$ cat config.mk
export PLATFORM = sky130hd
export DESIGN_NAME = nvram_backup_ctrl
export DESIGN_NICKNAME = d
export VERILOG_FILES = /design/src/rtl/nvram_backup_ctrl_pkg.sv /design/src/rtl/nvram_backup_ctrl_dirty_scan.sv /design/src/rtl/nvram_backup_ctrl.sv
export SDC_FILE = /design/constraint.sdc
export NUM_CORES = 1
export LEC_CHECK = 0
export ABC_AREA = 1
export CORE_MARGIN = 3
export CORE_UTILIZATION = 35
export CTS_CLUSTER_SIZE = 16
export DETAILED_ROUTE_END_ITERATION = 12
export GPL_ROUTABILITY_DRIVEN = 0
export HOLD_SLACK_MARGIN = 0.15
export PLACE_DENSITY = 0.69
export RECOVER_POWER = 50
export SLEW_MARGIN = 10
export SYNTH_ARGS = -nofsm -noshare
export SYNTH_HDL_FRONTEND = slang
export SYNTH_SLANG_ARGS = --single-unit
$ cat constraint.sdc
create_clock -name clk_sys -period 2 [get_ports clk_sys]
set_input_delay 0.5 -clock clk_sys [delete_from_list [all_inputs] [get_ports clk_sys]]
set_output_delay 0.5 -clock clk_sys [all_outputs]
set_load 0.005 [all_outputs]
$ cat src/rtl/nvram_backup_ctrl_pkg.sv
// Shared types and constants for the nvram backup controller.
//   state_t : sector-transfer FSM states
//   mode_t  : transfer kind (load image, save every sector, save dirty sectors)
//   SECTOR_BYTES / SEC_LSB : sector size and the nvram address bit where the
//                            sector index starts
//   NVRAM_AW : nvram address width
package nvram_backup_pkg;

  localparam int SECTOR_BYTES = 512;
  localparam int SEC_LSB      = $clog2(SECTOR_BYTES);
  localparam int NVRAM_AW     = 13;

  typedef enum logic [2:0] {
    ST_IDLE      = 3'd0,
    ST_REQ       = 3'd1,
    ST_WAIT_ACK  = 3'd2,
    ST_WAIT_DONE = 3'd3,
    ST_NEXT      = 3'd4,
    ST_DONE      = 3'd5
  } state_t;

  typedef enum logic [1:0] {
    MODE_LOAD       = 2'd0,
    MODE_SAVE_ALL   = 2'd1,
    MODE_SAVE_DIRTY = 2'd2
  } mode_t;

endpackage

$ cat src/rtl/nvram_backup_ctrl_dirty_scan.sv
// Priority encoder over the dirty mask: returns the lowest set bit at an index
// above from_idx (or at/above it when inclusive=1).
//   mask      in  SECTORS  dirty flags
//   from_idx  in  SEC_W    search start index
//   inclusive in  1        1: from_idx itself is a candidate
//   found     out 1        a candidate exists
//   idx       out SEC_W    lowest candidate index (0 when none)
module dirty_scan #(
  parameter int SECTORS = 16,
  parameter int SEC_W   = 4
) (
  input  logic [SECTORS-1:0] mask,
  input  logic [SEC_W-1:0]   from_idx,
  input  logic               inclusive,
  output logic               found,
  output logic [SEC_W-1:0]   idx
);

  logic hit_s;

  // Scan high to low so the lowest qualifying bit is the last one written.
  always_comb begin
    found = 1'b0;
    idx   = {SEC_W{1'b0}};
    hit_s = 1'b0;
    for (int i = SECTORS - 1; i >= 0; i--) begin
      hit_s = mask[i] & ((i > int'(from_idx)) | (inclusive & (i == int'(from_idx))));
      found = found | hit_s;
      idx   = hit_s ? SEC_W'(i) : idx;
    end
  end

endmodule

$ cat src/rtl/nvram_backup_ctrl.sv
// Save-RAM backup sequencer: moves the 8 KiB nvram to/from the mounted SAV
// image one 512-byte sector at a time over the user_io sd_* handshake, and
// tracks which sectors the core has modified.
// Optional build macro NVRAM_AUTOSAVE_EN: idle-timeout auto-save of dirty
// sectors only (otherwise saves are manual, whole image).
// Ports:
//   clk_sys, reset (async, active-high)
//   img_mounted, img_size    : image mount strobe and size (load on mount)
//   ioctl_download           : ROM download start disables backup
//   save_req                 : manual save request (rising edge)
//   nvram_we, nvram_a        : core writes, used to mark sectors dirty
//   sd_ack / sd_lba, sd_rd, sd_wr : user_io sector handshake
//   bk_ena, bk_busy, bk_reset, dirty : status outputs
module nvram_backup_ctrl
  import nvram_backup_pkg::*;
#(
  parameter int SECTORS         = 16,
  parameter int SEC_W           = 4,
  parameter int AUTOSAVE_CYCLES = 53693175
) (
  input  logic                clk_sys,
  input  logic                reset,
  input  logic                img_mounted,
  input  logic [31:0]         img_size,
  input  logic                ioctl_download,
  input  logic                save_req,
  input  logic                nvram_we,
  input  logic [NVRAM_AW-1:0] nvram_a,
  input  logic                sd_ack,
  output logic [31:0]         sd_lba,
  output logic                sd_rd,
  output logic                sd_wr,
  output logic                bk_ena,
  output logic                bk_busy,
  output logic                bk_reset,
  output logic [SECTORS-1:0]  dirty
);

  state_t             state_r;
  mode_t              mode_r;
  logic [SEC_W-1:0]   idx_r;
  logic [31:0]        sd_lba_r;
  logic               sd_rd_r, sd_wr_r, bk_ena_r, bk_busy_r, bk_reset_r;
  logic [SECTORS-1:0] dirty_r, dirty_set_s, dirty_clr_s;
  logic               load_pend_r, save_pend_r, abort_r, auto_pend_s;
  logic               mnt_prev_r, dl_prev_r, save_prev_r, ack_prev_r;
  logic               mnt_ev_s, dl_ev_s, save_ev_s, ack_rise_s, ack_fall_s;
  logic               ena_eff_s, load_eff_s, save_eff_s, idle_s, abort_ev_s;
  logic               accept_load_s, accept_save_s, accept_auto_s;
  logic [SEC_W-1:0]   sec_s, scan_from_s, scan_idx_s;
  logic               scan_incl_s, scan_found_s;
  logic               unused_s;

  // A zero-size mount is no image at all, so it is not treated as an event.
  assign mnt_ev_s   = img_mounted & ~mnt_prev_r & (img_size != 32'd0);
  assign dl_ev_s    = ioctl_download & ~dl_prev_r;
  assign save_ev_s  = save_req & ~save_prev_r & bk_ena_r;
  assign ack_rise_s = sd_ack & ~ack_prev_r;
  assign ack_fall_s = ~sd_ack & ack_prev_r;
  assign sec_s      = nvram_a[SEC_LSB+SEC_W-1:SEC_LSB];
  assign idle_s     = (state_r == ST_IDLE);

  // Fresh edges are merged with latched pendings so IDLE can start in the
  // same cycle the edge is seen (request appears two cycles after the edge).
  assign ena_eff_s     = (bk_ena_r | mnt_ev_s) & ~dl_ev_s;
  assign load_eff_s    = load_pend_r | mnt_ev_s;
  assign save_eff_s    = save_pend_r | save_ev_s;
  assign accept_load_s = idle_s & ena_eff_s & load_eff_s;
  assign accept_save_s = idle_s & ena_eff_s & ~load_eff_s & save_eff_s;
  assign accept_auto_s = idle_s & ena_eff_s & ~load_eff_s & ~save_eff_s & auto_pend_s & scan_found_s;
  assign abort_ev_s    = dl_ev_s | (mnt_ev_s & (mode_r != MODE_LOAD));

  assign unused_s = ^{nvram_a, 32'(AUTOSAVE_CYCLES)};

  // IDLE searches from sector 0 inclusive; NEXT searches strictly above idx.
  always_comb begin
    if (idle_s) begin
      scan_from_s = {SEC_W{1'b0}};
      scan_incl_s = 1'b1;
    end else begin
      scan_from_s = idx_r;
      scan_incl_s = 1'b0;
    end
  end

  dirty_scan #(.SECTORS(SECTORS), .SEC_W(SEC_W)) u_scan (
    .mask      (dirty_r),
    .from_idx  (scan_from_s),
    .inclusive (scan_incl_s),
    .found     (scan_found_s),
    .idx       (scan_idx_s)
  );

  // Dirty set/clear masks; set is OR-ed in last so it wins a same-cycle clear.
  always_comb begin
    dirty_set_s = {SECTORS{1'b0}};
    dirty_clr_s = {SECTORS{1'b0}};
    if (nvram_we && bk_ena_r) begin
      dirty_set_s[sec_s] = 1'b1;
    end else begin
      dirty_set_s = {SECTORS{1'b0}};
    end
    if ((state_r == ST_WAIT_ACK) && ack_rise_s && (mode_r != MODE_LOAD)) begin
      dirty_clr_s[idx_r] = 1'b1;
    end else if ((state_r == ST_DONE) && (mode_r == MODE_LOAD) && !abort_r) begin
      dirty_clr_s = {SECTORS{1'b1}};
    end else begin
      dirty_clr_s = {SECTORS{1'b0}};
    end
  end

  // Previous-value registers for the edge detectors.
  always_ff @(posedge clk_sys or posedge reset) begin
    if (reset) begin
      mnt_prev_r  <= 1'b0;
      dl_prev_r   <= 1'b0;
      save_prev_r <= 1'b0;
      ack_prev_r  <= 1'b0;
    end else begin
      mnt_prev_r  <= img_mounted;
      dl_prev_r   <= ioctl_download;
      save_prev_r <= save_req;
      ack_prev_r  <= sd_ack;
    end
  end

  // Backup enable, latched requests and the abort flag for the running transfer.
  always_ff @(posedge clk_sys or posedge reset) begin
    if (reset) begin
      bk_ena_r    <= 1'b0;
      load_pend_r <= 1'b0;
      save_pend_r <= 1'b0;
      abort_r     <= 1'b0;
    end else begin
      if (dl_ev_s) begin
        bk_ena_r    <= 1'b0;
        load_pend_r <= 1'b0;
        save_pend_r <= 1'b0;
      end else begin
        if (mnt_ev_s) begin
          bk_ena_r <= 1'b1;
        end
        load_pend_r <= ~accept_load_s & (load_pend_r | mnt_ev_s);
        save_pend_r <= ~accept_save_s & (save_pend_r | save_ev_s);
      end
      if (idle_s) begin
        abort_r <= 1'b0;
      end else if (abort_ev_s) begin
        abort_r <= 1'b1;
      end
    end
  end

  // Per-sector dirty flags.
  always_ff @(posedge clk_sys or posedge reset) begin
    if (reset) begin
      dirty_r <= {SECTORS{1'b0}};
    end else begin
      dirty_r <= (dirty_r & ~dirty_clr_s) | dirty_set_s;
    end
  end

`ifdef NVRAM_AUTOSAVE_EN
  logic [31:0] auto_cnt_r;
  logic        auto_pend_r;
  logic        auto_dec_s;

  assign auto_dec_s  = (dirty_r != {SECTORS{1'b0}}) & bk_ena_r & (auto_cnt_r != 32'd0);
  assign auto_pend_s = auto_pend_r;

  // Idle timer: any core write restarts it; expiry requests a dirty-only save.
  // A stale request is dropped once nothing is dirty any more.
  always_ff @(posedge clk_sys or posedge reset) begin
    if (reset) begin
      auto_cnt_r  <= 32'd0;
      auto_pend_r <= 1'b0;
    end else begin
      if (nvram_we) begin
        auto_cnt_r <= 32'(AUTOSAVE_CYCLES);
      end else if (auto_dec_s) begin
        auto_cnt_r <= auto_cnt_r - 32'd1;
      end
      if (accept_auto_s || dl_ev_s || (dirty_r == {SECTORS{1'b0}})) begin
        auto_pend_r <= 1'b0;
      end else if (auto_dec_s && !nvram_we && (auto_cnt_r == 32'd1)) begin
        auto_pend_r <= 1'b1;
      end
    end
  end
`else
  assign auto_pend_s = 1'b0;
`endif

  // Sector transfer FSM; every handshake output is a register.
  always_ff @(posedge clk_sys or posedge reset) begin
    if (reset) begin
      state_r    <= ST_IDLE;
      mode_r     <= MODE_LOAD;
      idx_r      <= {SEC_W{1'b0}};
      sd_lba_r   <= 32'd0;
      sd_rd_r    <= 1'b0;
      sd_wr_r    <= 1'b0;
      bk_busy_r  <= 1'b0;
      bk_reset_r <= 1'b0;
    end else begin
      bk_reset_r <= 1'b0;
      case (state_r)
        ST_IDLE: begin
          if (accept_load_s) begin
            mode_r    <= MODE_LOAD;
            idx_r     <= {SEC_W{1'b0}};
            state_r   <= ST_REQ;
            bk_busy_r <= 1'b1;
          end else if (accept_save_s) begin
            mode_r    <= MODE_SAVE_ALL;
            idx_r     <= {SEC_W{1'b0}};
            state_r   <= ST_REQ;
            bk_busy_r <= 1'b1;
          end else if (accept_auto_s) begin
            mode_r    <= MODE_SAVE_DIRTY;
            idx_r     <= scan_idx_s;
            state_r   <= ST_REQ;
            bk_busy_r <= 1'b1;
          end else begin
            bk_busy_r <= 1'b0;
          end
        end
        ST_REQ: begin
          sd_lba_r <= 32'(idx_r);
          if (mode_r == MODE_LOAD) begin
            sd_rd_r <= 1'b1;
          end else begin
            sd_wr_r <= 1'b1;
          end
          state_r <= ST_WAIT_ACK;
        end
        ST_WAIT_ACK: begin
          if (ack_rise_s) begin
            sd_rd_r <= 1'b0;
            sd_wr_r <= 1'b0;
            state_r <= ST_WAIT_DONE;
          end
        end
        ST_WAIT_DONE: begin
          if (ack_fall_s) begin
            state_r <= ST_NEXT;
          end
        end
        ST_NEXT: begin
          if (abort_r || abort_ev_s) begin
            state_r <= ST_DONE;
          end else if (mode_r == MODE_SAVE_DIRTY) begin
            if (scan_found_s) begin
              idx_r   <= scan_idx_s;
              state_r <= ST_REQ;
            end else begin
              state_r <= ST_DONE;
            end
          end else if (idx_r == SEC_W'(SECTORS - 1)) begin
            state_r <= ST_DONE;
          end else begin
            idx_r   <= idx_r + SEC_W'(1);
            state_r <= ST_REQ;
          end
        end
        ST_DONE: begin
          bk_reset_r <= (mode_r == MODE_LOAD) & ~abort_r;
          bk_busy_r  <= 1'b0;
          state_r    <= ST_IDLE;
        end
        default: begin
          state_r   <= ST_IDLE;
          sd_rd_r   <= 1'b0;
          sd_wr_r   <= 1'b0;
          bk_busy_r <= 1'b0;
        end
      endcase
    end
  end

  assign sd_lba   = sd_lba_r;
  assign sd_rd    = sd_rd_r;
  assign sd_wr    = sd_wr_r;
  assign bk_ena   = bk_ena_r;
  assign bk_busy  = bk_busy_r;
  assign bk_reset = bk_reset_r;
  assign dirty    = dirty_r;

endmodule
==> flow_summary.toml, run 1 <==
[layout]
finish.utilization_pct = 51.6
drive_gt1_share_pct = 8.22
regArea_mm2 = 0.00100
final_cells = 440
nNetsFinal = 420
nFillCells = 577
multi_input_area_mm2 = 0.00102
diodes = 0
synthToLayoutAreaGrowth_pct = 37.8

[clock_network]
path_clk_slew_ns = 0.07
cts_tree = "built"
clockBufferDepth = 2
ctsRootBufferMaster = "clkbuf_8"
cts_sinks = 40
cts-htree-levels = 2
cts_buffers = 5
clock_latency_ns = 0.30
cts_setup_buffers = 0
cts_hold_buf = 0

[synth]
avgSynthCellArea_um2 = 8.08
yosysWarningCount = 0
synth_top_area_share_pct = 43.3
syn_area_mm2 = 0.00231
ys.flop_type = "dfrtp_1"
synthCells = 286
synth_most_common_cell = "nor2_1"
synthArstFlopShare_pct = 100
synth_commonest_cells = "nor2_1, nand2_1, dfrtp_1, inv_1, buf_4"
ys_seq_area_share_pct = 43.3
synth_edf_count = 0
ys_ff_latch = 40
ys_top_cells_by_area = "dfrtp_1, buf_4, nor2_1"
synth_cell_types = 30
synth_top_area_cell = "dfrtp_1"

[sta]
relSlewSlack_pct = 35.9
setup_viol = 0
setup_ws_ns = 0.204
report.final.hold_viol_count = 0
tightest_slew_ns = 0.961
drv_slew = 0
max_freq_ghz = 0.557
fin_skew_ns = 0.0159
layout_worst_path_cycle_share_pct = 89.8
timing.final.crit_period_ns = 1.80
rsz0062_at_grt = "false"

[floorplan]
die-area_mm2 = 0.00761
io_pins = 105
rows = 28
fp.dieH_um = 87.3
coreArea_mm2 = 0.00617
fp.dieW_um = 87.3
initial_core_util_pct = 37.5

[setup_path]
cp_num_buf_inv = 2
timing.setup.critical_path_class = "in -> reg"
worstPathRequired_ns = 2.18
cp_data_arrival_time_ns = 1.97
path_max_fanout = 8
cp_cell_sequence = "clkdlybuf4s50_1 > inv_1 > nor2_1 > o21ai_4 > a21oi_2 > nand4_4 > nand2_4 > nand2_4 > nand2_1 > nand2_1"
critPathMaxStageDelay_ns = 0.48
worst_setup_path_start_kind = "input port"
cp_slowest_cell = "clkdlybuf4s50_1"
cpLargestDelayFamily = "simple AND/OR/NAND/NOR gates"
end_kind = "flip-flop"

[routing]
drc = 0
drt-pass1-iter-count = 4
ant_nets = 0
vias = 2037
drt_wl_total_um = 5490
routed_via_density = 4.63
drt_iter0_markers = 90
wl_per_cell_um = 12.5

[power_and_ir_drop]
ir_drop_uv = 682
switchingPower_w = 0.00119
swShare_pct = 36.2
combPwrFrac_pct = 43.8
power.density_mw_per_mm2 = 1030
leakagePower_nw = 1.72
power.internal_w = 0.00209
clockPowerShare_pct = 17.1
p_seq_share_pct = 39.0

[global_routing]
grt_pass1_vias = 1986
grt_pass1_wl_um = 9000
grt_antenna_before_repair = 0
grt_max_degree = 41
grt_util_all_layers_pct = 14.8
grt_overflow = 0

[place]
dp.cells = 432
preCtsSetupSlack_ns = -0.241
io_buffers = 67
dp_hpwl_um = 4280

[min_path]
hold_path_class = "reg -> reg"

[job]
max_cap_viol_count = 0

[outcome]
outcome = "completed"
==> timing repair <==
action / 4_1_cts / 5_1_grt
setup endpoints to repair: 0 / 7
gates resized for setup: 0 / 32
hold endpoints to repair: 0 / 0
==> final cells by class <==
cell class	instances	area share, %
multi-input combinational	198	32.0
sequential	40	31.4
timing repair buffer	76	25.5
inverter	43	5.15
tap	75	2.95
clock buffer	7	2.71
clock inverter	1	0.236
==> metrics by stage <==
step | TNS [ns] | hold WS, ns | instance area (µm²) | power (W)
after detailed placement | -1.65 | 0.482 | 3030 | 0.00276
after global placement | -1.35 | 0.474 | 3030 | 0.00273
after floorplan | 0 | 0.476 | 2410 | 0.00208
after CTS | 0 | 0.500 | 3120 | 0.00332
final | 0 | 0.494 | 3180 | 0.00328
after global routing | 0 | 0.522 | 3180 | 0.00354
==> flip-flops by register name, indices dropped and copies added (netlist names), 3 cells and up <==
| register | count |
|---|---|
| dirty | 16 |
| sd_lba | 4 |
| idx_r | 4 |
| state_r | 3 |
==> cell families after synthesis <==
logic type / Yosys count / synth area share, %
DFF: 40 / 43.3
and+or+nand+nor: 115 / 22.6
AOI/OAI and AO/OA: 51 / 14.8
adders and majority gates: 4 / 2.17
other: 1 / 0.162
buffers and inverters: 75 / 16.9
==> layer usage <==
layer / global-route usage [%] / part of all wire [%]
met3: 2.65 / 4.6
met1: 18.3 / 43
met5: 0 / 0
met4: 4.60 / 1.5
met2: 26.0 / 51
==> power groups by stage <==
| stage | combinational, W | clock [W] | sequential, W |
|---|---|---|---|
| after floorplan | 0.000807 | 0 | 0.00127 |
| after global placement | 0.00143 | 0 | 0.00129 |
| after detailed placement | 0.00146 | 0 | 0.00130 |
| after CTS | 0.00147 | 0.000573 | 0.00128 |
| after global routing | 0.00162 | 0.000610 | 0.00132 |
| final | 0.00144 | 0.000562 | 0.00128 |
==> layout by cell type, fill, tap and decap left out, types with 2 or more instances in the layout <==
cell / instances
dfrtp_1: 40
o21ai_0: 9
clkbuf_1: 2
a21oi_1: 5
buf_4: 7
nand3_1: 13
dlygate4sd3_1: 4
clkbuf_8: 6
clkdlybuf4s50_1: 31
o22ai_1: 16
dlymetal6s2s_1: 32
o31ai_1: 15
ha_1: 4
nor3_1: 3
nand2_4: 3
nand2_1: 44
conb_1: 28
nor2_1: 45
inv_1: 40
clkinv_2: 2
o21ai_1: 2
==> worst register-to-register path: cells and delay by family (launching register included) <==
kind,cells,cell delay (ns)
adder cells (fa/ha/maj),1,0.26
buffers and inverters,1,0.05
AND/OR/NAND/NOR,6,0.48
flip-flops,1,0.44
AO/OA/AOI/OAI,1,0.23
==> path summary, 6_finish.rpt <==
kind / start / endpoint / slack [ns] / depth (start not counted)
worst max-delay path: img_mounted / idx_r[0] / 0.20 / 10
worst min-delay path: sd_lba[3] / sd_lba[3] / 0.49 / 2
worst max register to register: idx_r[0] / idx_r[0] / 0.41 / 9
worst min register to register: sd_lba[3] / sd_lba[3] / 0.49 / 2
max in group asynchronous: reset / ack_prev_r / 0.44 / 3
min in group asynchronous: reset / bk_reset / 0.95 / 3
Power figures use the tool's default switching activity.
==> run 2: changes to the inputs <==
GPL_TIMING_DRIVEN = 1   (was not set)
HOLD_SLACK_MARGIN = not set   (was 0.15)
==> results of run 2 <==
Final layout, timing and power as in run 1 (identical DEF).
==> run 3: changes to the inputs <==
REMOVE_ABC_BUFFERS = 1   (was not set)
==> run 3 against run 2 <==
Net effect: core utilization is 0.26 points lower; combinational power hardly changed; first-iteration DRC count is 13% higher; sequential share of layout area is 0.16 points higher; die area stayed put; count of clock-buffer cells in the layout is 1 lower; final cell count is 0.45% lower; clock skew is 0.0071 ns lower; wire length is 1.3% higher.
==> flow_summary.toml, run 3 (same netlist as run 1, synthesis figures left out) <==
[floorplan]
fp.dieW_um = 87.3
coreArea_mm2 = 0.00617
initial_core_util_pct = 37.5
fp.dieH_um = 87.3
io_pins = 105
die-area_mm2 = 0.00761
rows = 28

[global_routing]
grt_antenna_before_repair = 0
grt_pass1_wl_um = 8650
grt_max_degree = 41
grt_overflow = 0
grt_pass1_vias = 1867
grt_util_all_layers_pct = 14.4

[outcome]
outcome = "completed"

[sta]
fin_skew_ns = 0.00881
tightest_slew_ns = 0.970
max_freq_ghz = 0.526
timing.final.crit_period_ns = 1.90
report.final.hold_viol_count = 0
drv_slew = 0
layout_worst_path_cycle_share_pct = 95.1
setup_viol = 0
relSlewSlack_pct = 35.4
setup_ws_ns = 0.0982

[layout]
diodes = 0
nNetsFinal = 419
mostFrequentLayoutCells = "nor2_1, inv_1, dfrtp_1, nand2_1, clkdlybuf4s50_1"
design_area_mm2 = 0.00317
final_common_cell = "nor2_1"
drive_gt1_share_pct = 9.64
nFillCells = 602
synthToLayoutAreaGrowth_pct = 37.1
largest_reg_flops = 16

[clock_network]
path_clk_slew_ns = 0.08
cts_tree = "built"
clockBufferDepth = 2
ctsRootBufferMaster = "clkbuf_8"
cts-htree-levels = 2
clock_latency_ns = 0.30
cts_buffers = 5
cts_setup_buffers = 0
cts_sinks = 40

[min_path]
hold_depth = 2
hp-start = "sd_lba[1]"
hold_path_class = "reg -> reg"
min_to = "sd_lba[1]"

[setup_path]
worst_setup_path_start_kind = "input port"
path_max_fanout = 5
cp_cell_sequence = "clkdlybuf4s50_1 > nor2_1 > nand2_1 > nor2_1 > nand2_1 > o21ai_4 > inv_2 > nand2_4 > nand3_4 > a21oi_4 > nand2_4 > nand2_2 > nand2_2"
reg2reg_depth = 7
cp_num_buf_inv = 2
cp_slowest_cell = "clkdlybuf4s50_1"
rr_startpoint = "state_r[0]"
reg2reg_to = "dirty[7]"
worstPathRequired_ns = 2.19
cpLargestDelayFamily = "simple AND/OR/NAND/NOR gates"
cp_data_arrival_time_ns = 2.10
timing.setup.critical_path_class = "in -> reg"
critPathMaxStageDelay_ns = 0.41
r2r_slack_ns = 0.25
end_kind = "flip-flop"

[routing]
routed_via_density = 4.61
ant_nets = 0
drt_wl_total_um = 5560
drt_iter0_markers = 102
drt-pass1-iter-count = 5
wl_per_cell_um = 12.7
drc = 0
vias = 2018

[place]
preCtsSetupSlack_ns = -0.209
dp_hpwl_um = 4230
place_area_mm2 = 0.00301
io_buffers = 67

[job]
max_cap_viol_count = 0

[power_and_ir_drop]
leakagePower_nw = 1.68
ir_drop_uv = 569
power.density_mw_per_mm2 = 1020
## run 3: tightest hold or removal path, stage by stage (launching register included)
cell     delay [ns]
dfrtp_1        0.35
nand2_1        0.05
o21ai_0        0.05
## run 3: how the worst max path moves through the flow
stage	from	end	slack (ns)	cells after the start
global placement	img_size[1]	idx_r[3]	-0.19	13
global route	img_size[25]	idx_r[0]	-0.005	13
floorplan	img_size[1]	idx_r[0]	0.34	12
finish	img_size[16]	idx_r[0]	0.1	13
detailed placement	img_size[1]	idx_r[0]	-0.21	13
CTS	img_size[16]	idx_r[0]	0.11	13
## run 3: final cells by class
| class | count | area [µm²] | area share (%) |
|---|---|---|---|
| Tap cell | 75 | 93.8 | 2.96 |
| Clock inverter | 1 | 5.00 | 0.158 |
| Clock buffer | 6 | 72.6 | 2.29 |
| Multi-Input combinational cell | 198 | 1040 | 32.7 |
| Sequential cell | 40 | 1000 | 31.6 |
| Timing Repair Buffer | 75 | 795 | 25.1 |
| Inverter | 43 | 164 | 5.17 |
## run 3: power breakdown
| part | internal [W] | switching, W |
|---|---|---|
| Clock | 0.000237 | 0.000274 |
| Sequential | 0.00108 | 0.000201 |
| Combinational | 0.000737 | 0.000718 |
| Total | 0.00205 | 0.00119 |
## run 3: timing repair
action | in CTS | in global routing
hold buffers | 0 | 0
gates resized for setup | 0 | 35
endpoints found under the setup margin | 0 | 5
## run 3: routing by layer
| layer | vias to the layer above | share of wire, % | GRT usage (%) |
|---|---|---|---|
| met2 | 58 | 51 | 23.8 |
| met4 | 0 | 1.4 | 5.86 |
| met1 | 931 | 43 | 18.4 |
| met5 | - | 0 | 0 |
| met3 | 6 | 5.3 | 2.93 |
| li1 | 1023 | - | - |
## run 3: per-stage QoR
step | power (W) | TNS, ns | hold slack, ns | utilization (%) | std cells
6_report | 0.00325 | 0 | 0.490 | 51.4 | 438
5_1_grt | 0.00352 | -0.00703 | 0.520 | 51.4 | 438
4_1_cts | 0.00328 | 0 | 0.496 | 50.1 | 438
3_5_place_dp | 0.00275 | -1.34 | 0.477 | 48.8 | 431
3_3_place_gp | 0.00272 | -1.14 | 0.476 | 48.8 | 431
2_1_floorplan | 0.00203 | 0 | 0.476 | - | 281
